<file path="src/rtl/blake2_pkg.sv">
// Shared definitions for the BLAKE2 message packer: block geometry, FSM states
// and the byte-lane helper used to place message bytes inside a block.
package blake2_pkg;

  localparam int BLOCK_W     = 1024;
  localparam int BLOCK_BYTES = 128;
  localparam int LEN_W       = 64;
  localparam int PTR_W       = 7;

  typedef enum logic [2:0] {
    S_FILL,
    S_HOLD,
    S_ISSUE,
    S_BUSY_LO,
    S_BUSY_HI,
    S_WAIT_DGST,
    S_OUT
  } state_e;

  // Byte 0 sits in the top lane, so lane LSB = (127 - idx) * 8.
  function automatic logic [9:0] lane_lsb(input logic [PTR_W-1:0] idx);
    return {~idx, 3'b000};
  endfunction

endpackage

</file>
<file path="src/rtl/blake2_block_buffer.sv">
// 128-byte block register with a single byte write port and synchronous clear.
module blake2_block_buffer
  import blake2_pkg::*;
(
  input  logic               clk,
  input  logic               reset,
  input  logic               clr_i,
  input  logic               wr_en_i,
  input  logic [PTR_W-1:0]   ptr_i,
  input  logic [7:0]         data_i,
  output logic [BLOCK_W-1:0] block_o
);

  logic [BLOCK_W-1:0] block_q;

  always_ff @(posedge clk) begin
    if (reset || clr_i) begin
      block_q <= '0;
    end else if (wr_en_i) begin
      block_q[lane_lsb(ptr_i) +: 8] <= data_i;
    end
  end

  assign block_o = block_q;

endmodule

</file>
<file path="src/rtl/blake2_msg_packer.sv">
// Packs a byte stream into 1024-bit BLAKE2 blocks, sequences the core and
// captures its digest. Optional cycle counter under BLAKE2_PACKER_PERF_EN.
//
// state       | meaning
// FILL        | accepting bytes into the block buffer
// HOLD        | block full, waiting to learn whether more data follows
// ISSUE       | waiting for core_ready, then pulse init/next
// BUSY_LO     | waiting for the core to drop ready
// BUSY_HI     | waiting for the core to finish the block
// WAIT_DGST   | final block done, waiting for the digest
// OUT         | digest presented until the consumer takes it
module blake2_msg_packer
  import blake2_pkg::*;
#(
  parameter int DIGEST_LENGTH = 11
) (
  input  logic                       clk,
  input  logic                       reset,
  input  logic                       in_valid,
  input  logic [7:0]                 in_data,
  input  logic                       in_last,
  output logic                       in_ready,
  output logic                       core_init,
  output logic                       core_next,
  output logic                       core_final_block,
  output logic [BLOCK_W-1:0]         core_block,
  output logic [LEN_W-1:0]           core_data_length,
  input  logic                       core_ready,
  input  logic [8*DIGEST_LENGTH-1:0] core_digest,
  input  logic                       core_digest_valid,
  output logic                       out_valid,
  output logic [8*DIGEST_LENGTH-1:0] out_digest,
`ifdef BLAKE2_PACKER_PERF_EN
  output logic [31:0]                perf_cycles,
`endif
  input  logic                       out_ready
);

  state_e                     state_q, state_d;
  logic [PTR_W-1:0]           ptr_q, ptr_d;
  logic [LEN_W-1:0]           len_q, len_d;
  logic                       final_q, final_d;
  logic                       first_q, first_d;
  logic                       armed_q;
  logic [8*DIGEST_LENGTH-1:0] digest_q;

  logic byte_acc, buf_clr, issue, digest_ld;

  always_comb begin
    state_d   = state_q;
    ptr_d     = ptr_q;
    len_d     = len_q;
    final_d   = final_q;
    first_d   = first_q;
    byte_acc  = 1'b0;
    buf_clr   = 1'b0;
    issue     = 1'b0;
    digest_ld = 1'b0;
    in_ready  = 1'b0;
    out_valid = 1'b0;
    case (state_q)
      S_FILL: begin
        in_ready = armed_q;
        if (in_valid && armed_q) begin
          byte_acc = 1'b1;
          ptr_d    = ptr_q + 7'd1;
          len_d    = len_q + 64'd1;
          final_d  = in_last;
          if (in_last) begin
            state_d = S_ISSUE;
          end else if (ptr_q == 7'd127) begin
            state_d = S_HOLD;
          end
        end
      end
      // The pending byte is left on the bus and taken once FILL resumes.
      S_HOLD: begin
        if (in_valid) state_d = S_ISSUE;
      end
      S_ISSUE: begin
        if (core_ready && !reset) begin
          issue   = 1'b1;
          first_d = 1'b0;
          state_d = S_BUSY_LO;
        end
      end
      S_BUSY_LO: begin
        if (!core_ready) state_d = S_BUSY_HI;
      end
      S_BUSY_HI: begin
        if (core_ready) begin
          if (final_q) begin
            state_d = S_WAIT_DGST;
          end else begin
            buf_clr = 1'b1;
            ptr_d   = '0;
            state_d = S_FILL;
          end
        end
      end
      S_WAIT_DGST: begin
        if (core_digest_valid) begin
          digest_ld = 1'b1;
          state_d   = S_OUT;
        end
      end
      S_OUT: begin
        out_valid = 1'b1;
        if (out_ready) begin
          len_d   = '0;
          ptr_d   = '0;
          final_d = 1'b0;
          first_d = 1'b1;
          buf_clr = 1'b1;
          state_d = S_FILL;
        end
      end
      default: state_d = S_FILL;
    endcase
  end

  always_ff @(posedge clk) begin
    if (reset) begin
      state_q  <= S_FILL;
      ptr_q    <= '0;
      len_q    <= '0;
      final_q  <= 1'b0;
      first_q  <= 1'b1;
      armed_q  <= 1'b0;
      digest_q <= '0;
    end else begin
      state_q <= state_d;
      ptr_q   <= ptr_d;
      len_q   <= len_d;
      final_q <= final_d;
      first_q <= first_d;
      armed_q <= 1'b1;
      if (digest_ld) digest_q <= core_digest;
    end
  end

  blake2_block_buffer u_buf (
    .clk     (clk),
    .reset   (reset),
    .clr_i   (buf_clr),
    .wr_en_i (byte_acc),
    .ptr_i   (ptr_q),
    .data_i  (in_data),
    .block_o (core_block)
  );

  assign core_init        = issue && first_q;
  assign core_next        = issue && !first_q;
  assign core_final_block = issue && final_q;
  assign core_data_length = len_q;
  assign out_digest       = digest_q;

`ifdef BLAKE2_PACKER_PERF_EN
  logic [31:0] perf_q;
  logic        perf_run_q;

  always_ff @(posedge clk) begin
    if (reset) begin
      perf_q     <= '0;
      perf_run_q <= 1'b0;
    end else if (byte_acc && (len_q == '0)) begin
      perf_q     <= '0;
      perf_run_q <= 1'b1;
    end else if (perf_run_q) begin
      if (perf_q != '1) perf_q <= perf_q + 32'd1;
      if (digest_ld) perf_run_q <= 1'b0;
    end
  end

  assign perf_cycles = perf_q;
`endif

endmodule

</file>
<file path="config.mk">
export PLATFORM = sky130hd
export DESIGN_NAME = blake2_msg_packer
export DESIGN_NICKNAME = d
export VERILOG_FILES = /design/src/rtl/blake2_pkg.sv /design/src/rtl/blake2_block_buffer.sv /design/src/rtl/blake2_msg_packer.sv
export SDC_FILE = /design/constraint.sdc
export NUM_CORES = 2
export LEC_CHECK = 0
export CAP_MARGIN = 25
export CORE_AREA = 2 2 502 504
export CTS_BUF_LIST = sky130_fd_sc_hd__clkbuf_4
export DETAILED_ROUTE_END_ITERATION = 16
export DIE_AREA = 0 0 504 506
export HOLD_SLACK_MARGIN = 0.15
export PLACE_DENSITY_LB_ADDON = 0.12
export SKIP_CTS_REPAIR_TIMING = 1
export SLEW_MARGIN = 20
export SYNTH_ARGS = -nofsm -noshare
export SYNTH_HDL_FRONTEND = slang
export SYNTH_SLANG_ARGS = --single-unit
</file>
<file path="constraint.sdc">
create_clock -name clk -period 4.45 [get_ports clk]
set_input_delay 0.6675 -clock clk [delete_from_list [all_inputs] [get_ports clk]]
set_output_delay 0.6675 -clock clk [all_outputs]
set_load 0.02 [all_outputs]
</file>
After elaboration in Yosys (flattened, before gate mapping). Index checks and enable logic that the tools add are counted. W data, S select, Z words.

Shift-type cells: 2. Mux-type cells: 39. Equal/unequal tests: 16. Bitwise gates (word level): 1. Reduce and logical (&&, ||, !) cells: 16. Add/subtract/negate cells: 3.

Operators by type and width (number): $bwmux W1024 (1); $shift A8 B12 Y1024 const A (1); $shiftx A8 B12 Y1024 (1); $mux W64 (2); $pmux W64 S2 (1); $add A64 B1 Y64 const B (1); $mux W3 (10); $mux W7 (4); $pmux W3 S7 (1); $pmux W7 S3 (1); $mux W1 (16); $ne A2 B2 Y1 const B (8); $neg A10 Y12 (1); $eq A3 B3 Y1 const B (3); $reduce_and A8 Y1 (1); $add A7 B1 Y7 const B (1); $eq A7 B7 Y1 const B (1); $not A7 Y7 (1); $eq A3 B2 Y1 const B (2); $pmux W1 S2 (3); $reduce_and A3 Y1 (2); $logic_and A1 B1 Y1 (5); $reduce_and A5 Y1 (1); $reduce_bool A2 Y1 (2); other kinds (6) (7).

Bits in registers: 1189. Logic and storage cells: 85.

Logic depth before layout (Yosys ltp).
Depth after elaboration: 5. Mapped depth: 11.

By module. A second synthesis with hierarchy kept.

Cells, all modules: 4720. Area, all modules: 46359.5 um2.

By module, submodules not included: blake2_block_buffer (area an instance 39345.2 um2, cells each 3851, seq. area each 20499.7 um2, times used 1); blake2_msg_packer (area an instance 7014.2 um2, cells each 869, seq. area each 3303.2 um2, times used 1).

Worst setup path after synthesis. No wires, ideal clock.

Path type: flip-flop to flip-flop. Start: register ptr_q[0]. End: register u_buf.block_q[577], in the netlist u_buf.block_o[577]. Cell stages (with the launch flop): 10. Path buffers: 3. Arrival: 2546 ps. Setup slack: 1772 ps. Library setup time: 132 ps. Cell sequence: dfxtp_1 buf_2 clkbuf_1 inv_1 ha_1 nand2b_1 or3_1 or4_1 buf_6 mux2i_1.

Longest elaborated chain between the ends: 4. Elaborated cells on any way between the ends: 5. Those cells by class: add/sub: 1; shift: 2; mux: 1; bitwise: 1.

Ends and longest elaborated chain: from (decl) (RTL line blake2_msg_packer.sv:40) `logic [PTR_W-1:0] ptr_q, ptr_d;`; from (signal assigned) (RTL line blake2_msg_packer.sv:133) `ptr_q <= ptr_d;`; $not A7 Y7 * (RTL line blake2_pkg.sv:22) `return {~idx, 3'b000};`; $neg A10 Y12 * (RTL line blake2_block_buffer.sv:20) `block_q[lane_lsb(ptr_i) +: 8] <= data_i;`; $shiftx A8 B12 Y1024 / $shift A8 B12 Y1024 (equally long branches) (RTL line blake2_block_buffer.sv:20); $bwmux W1024 * (RTL line blake2_block_buffer.sv:20); to (signal, indexed assignment) (RTL line blake2_block_buffer.sv:20); to (decl) (RTL line blake2_block_buffer.sv:14) `logic [BLOCK_W-1:0] block_q;`.

Mark *: on every way between the ends. The rest lies on a longest branch, timed or not. A chain may end at the register's enable or synchronous reset.

Worst setup path after layout.
Start: register state_q[0]. End: output port core_next.

Longest elaborated chain between the ends: 3.

Ends and longest elaborated chain: from (decl) (RTL line blake2_msg_packer.sv:39) `state_e state_q, state_d;`; from (signal assigned) (RTL line blake2_msg_packer.sv:132) `state_q <= state_d;`; $eq A3 B2 Y1 (RTL line blake2_msg_packer.sv:61) `case (state_q)`; $mux W1 (RTL line blake2_msg_packer.sv:61); $logic_and A1 B1 Y1 (RTL line blake2_msg_packer.sv:153) `assign core_next = issue && !first_q;`; to (decl) (RTL line blake2_msg_packer.sv:24) `output logic core_next,`.

No other way between the ends.

==> results by group <==
Run status
  • Outcome: finished clean

Worst setup path
  • Startpoint Class: register
  • Crit path DAT: roughly 3.4 ns
  • Cells along the critical path: inv_1 -> nand2_1 -> or3_1 -> nor2_1 -> clkdlybuf4s50_1
  • Slowest CP cell: clkdlybuf4s50_1
  • Crit path capture type: primary output
  • WP data required: 3.78 ns
  • Kind of critical path: reg2out
  • CP max FO: 14
  • Slowest stage delay, CP: just over 0.7 ns

Place
  • IO buf count: roughly 1300
  • Routability cong.: between 0.8 and 0.9
  • Area after DPL: between 60000 and 70000 um^2
  • Post-DP HPWL: approximately 210 mm

CTS
  • Maximum clock path buffer count: 4
  • Clock Latency Late Sink: about 1.3 ns
  • Num CTS Buffers: 387
  • Sink Count: between 1000 and 1500
  • H-Tree Depth: 5
  • Clk root buf: clkbuf_4
  • TritonCTS clock tree: built
  • Clk slew on worst S/H paths: 0.06 ns

Pwr
  • LEAKAGE: 25.4 nW
  • PD cells: about 330 nW/um^2
  • Peak VDD IR: roughly 180 uV

Synthesis
  • Synth top cells by count: dfxtp_1, nand2_1, mux2i_1, o21ai_0, o211ai_1
  • YS warnings: 0
  • Syn Nets: between 4000 and 5000
  • Synth async-reset ratio: 0%
  • Most numerous cell in the Yosys netlist: dfxtp_1
  • Seq cells post-synth: 1189
  • Post-synthesis average cell area: about 9.4 um^2
  • Share of the synthesized area in the top cell type: 53.4%
  • Synth cell types: 82
  • Cells after Synth: ~4700
  • Number of flops mapped to enable cells by yosys: 0
  • Area leader, netlist: dfxtp_1
  • Seq/Total Area, Yosys: approximately 53%
  • Synth top area cells: dfxtp_1, mux2i_1, nand2_1
  • Most common flop cell mapped by yosys: dfxtp_1
  • Syn Std Cell Area: approximately 45000 um^2

Global routing
  • Vias in the first global route: 42916
  • Largest net degree at the start of global routing: 220
  • Tot GR Track Use: roughly a fifth
  • Initial antenna violation count: 51
  • First-pass GRT wire length: 379 mm
  • Gr ovfl total: 0

Drt
  • First-pass DRT Iterations: 7
  • Vias: roughly 43000
  • Vias/cell: around 4.4
  • Wire per inst: approximately 29 um
  • Iteration-0 DRC Markers: 2624
  • Final wirelength: about 280 mm
  • Post-route antenna net violation count: 0
  • DRC: 0

Worst hold path
  • Min-Delay Path Class: in2reg

Timing
  • Max_slew headroom: roughly a fifth
  • Maximum clock rate: 247 MHz
  • Final hold viol count: 0
  • RSZ-0062 raised after global routing: false
  • Final Max Slew Viols: 0
  • Fin crit period: about 4.0 ns
  • Hold_ws: approximately 0.32 ns
  • Part of the cycle the worst path needs: between 90% and 100%
  • Final worst clock skew: ~0.11 ns
  • Slew at the pin closest to its max-slew limit: 1.18 ns
  • Setup violations, final: 0

Layout
  • Nets: between 6000 and 7000
  • Layout cells sized above 1: 13.1%
  • Fill count: between 20000 and 30000
  • Finished Cell Area: 67200 um^2
  • Layout area overhead: 50.7%

Floorplan
  • Total core area: roughly 250000 um^2
  • Die area: ~260000 um^2
  • # rows: roughly 180
  • Initial core utilization: 17.8%
  • Die Wd: slightly above 500 um
  • Die height: 506 um
  • IO Count: 1284

Run
  • Max-cap check violation count: 0
-- layout by cell type (no fill, tap or decap), types with 22 or more instances in the layout --
cell type        instances
or2_2                   22
diode_2                 31
a21oi_1                155
nor3_1                  26
clkbuf_4               528
mux2i_1                519
nand2_1                778
buf_4                  157
o21ai_0                513
dlygate4sd3_1           91
clkdlybuf4s50_1       1281
nand2b_1                28
nand3_1                209
nor2_1                  60
dfxtp_1               1189
o31ai_1                 26
or3_1                   36
or4_1                   37
o211ai_1               376
nand4_1                 29
clkinv_1                54
-- report_power, final --
part	total [mW]	leakage (nW)	internal, mW	switching (mW)
clock network	10.8	2.60	5.58	5.20
logic	0.957	13.2	0.261	0.696
registers	10.7	9.57	10.7	0.00973
-- final cells by class --
cell class                 count  area, um^2  area share (%)
clock inverter                66         368           0.547
antenna                       31        77.6           0.115
multi-input combinational   3070       19400            28.8
clock buffer                 528        3960            5.90
sequential                  1189       23800            35.4
tap                         3348        4190            6.23
timing repair buffer        1552       15400            22.9
inverter                      18        72.6           0.108
-- path summary, 6_finish.rpt --
check	start	to	slack, ns	cells after the start
setup / recovery	state_q[0]	core_next	0.41	5
hold / removal	in_data[3]	u_buf.block_o[3]	0.32	3
setup reg to reg	ptr_q[1]	u_buf.block_o[287]	0.63	7
hold reg to reg	out_digest[28]	out_digest[28]	0.45	2
-- per-layer routing --
layer | vias to the layer above | wire length [um] | global-route usage [%]
li1 | 19952 | - | -
met1 | 21334 | 113000 | 24.6
met2 | 1721 | 138000 | 36.3
met3 | 426 | 24300 | 7.83
met4 | 20 | 9200 | 7.34
met5 | - | 125 | 0
-- per-stage QoR --
step,std cells,TNS [ns],total power [mW],util [%],worst slack [ns]
2_1_floorplan,4736,0,11.2,-,1.77
3_3_place_gp,9083,0,11.8,24.7,0.565
5_1_grt,9787,0,23.6,26.9,0.0261
3_5_place_dp,9085,0,11.8,24.7,0.641
6_report,9802,0,22.4,26.9,0.407
4_1_cts,9679,-0.295,22.9,26.5,-0.295
-- critical path: cells and delay by family (launching register included) --
kind	cells	cell delay, ns
buffers and inverters	2	0.97
DFF	1	0.48
and+or+nand+nor	3	0.59
-- sequential cells by signal, summed over array words and instances, names as in the netlist --
| register | count |
|---|---|
| u_buf.block_o | 1024 |
| out_digest | 88 |
| core_data_length | 64 |
| ptr_q | 7 |
| state_q | 3 |
| armed_q | 1 |
| final_q | 1 |
| first_q | 1 |
-- cell families (layout without fill, tap and decap cells) --
family          after synthesis  after routing  share of synthesized area (%)
compound gates             1163           1163                           15.9
simple gates               1364           1364                           14.2
xor+xnor                     18             18                          0.354
buf+inv                     477           2164                           4.31
fa+ha+maj                     5              5                          0.140
mux                         520            520                           11.7
other cells                   0             31                              0
flops                      1189           1189                           53.4
Note: power is estimated with default switching activity, not from simulation.
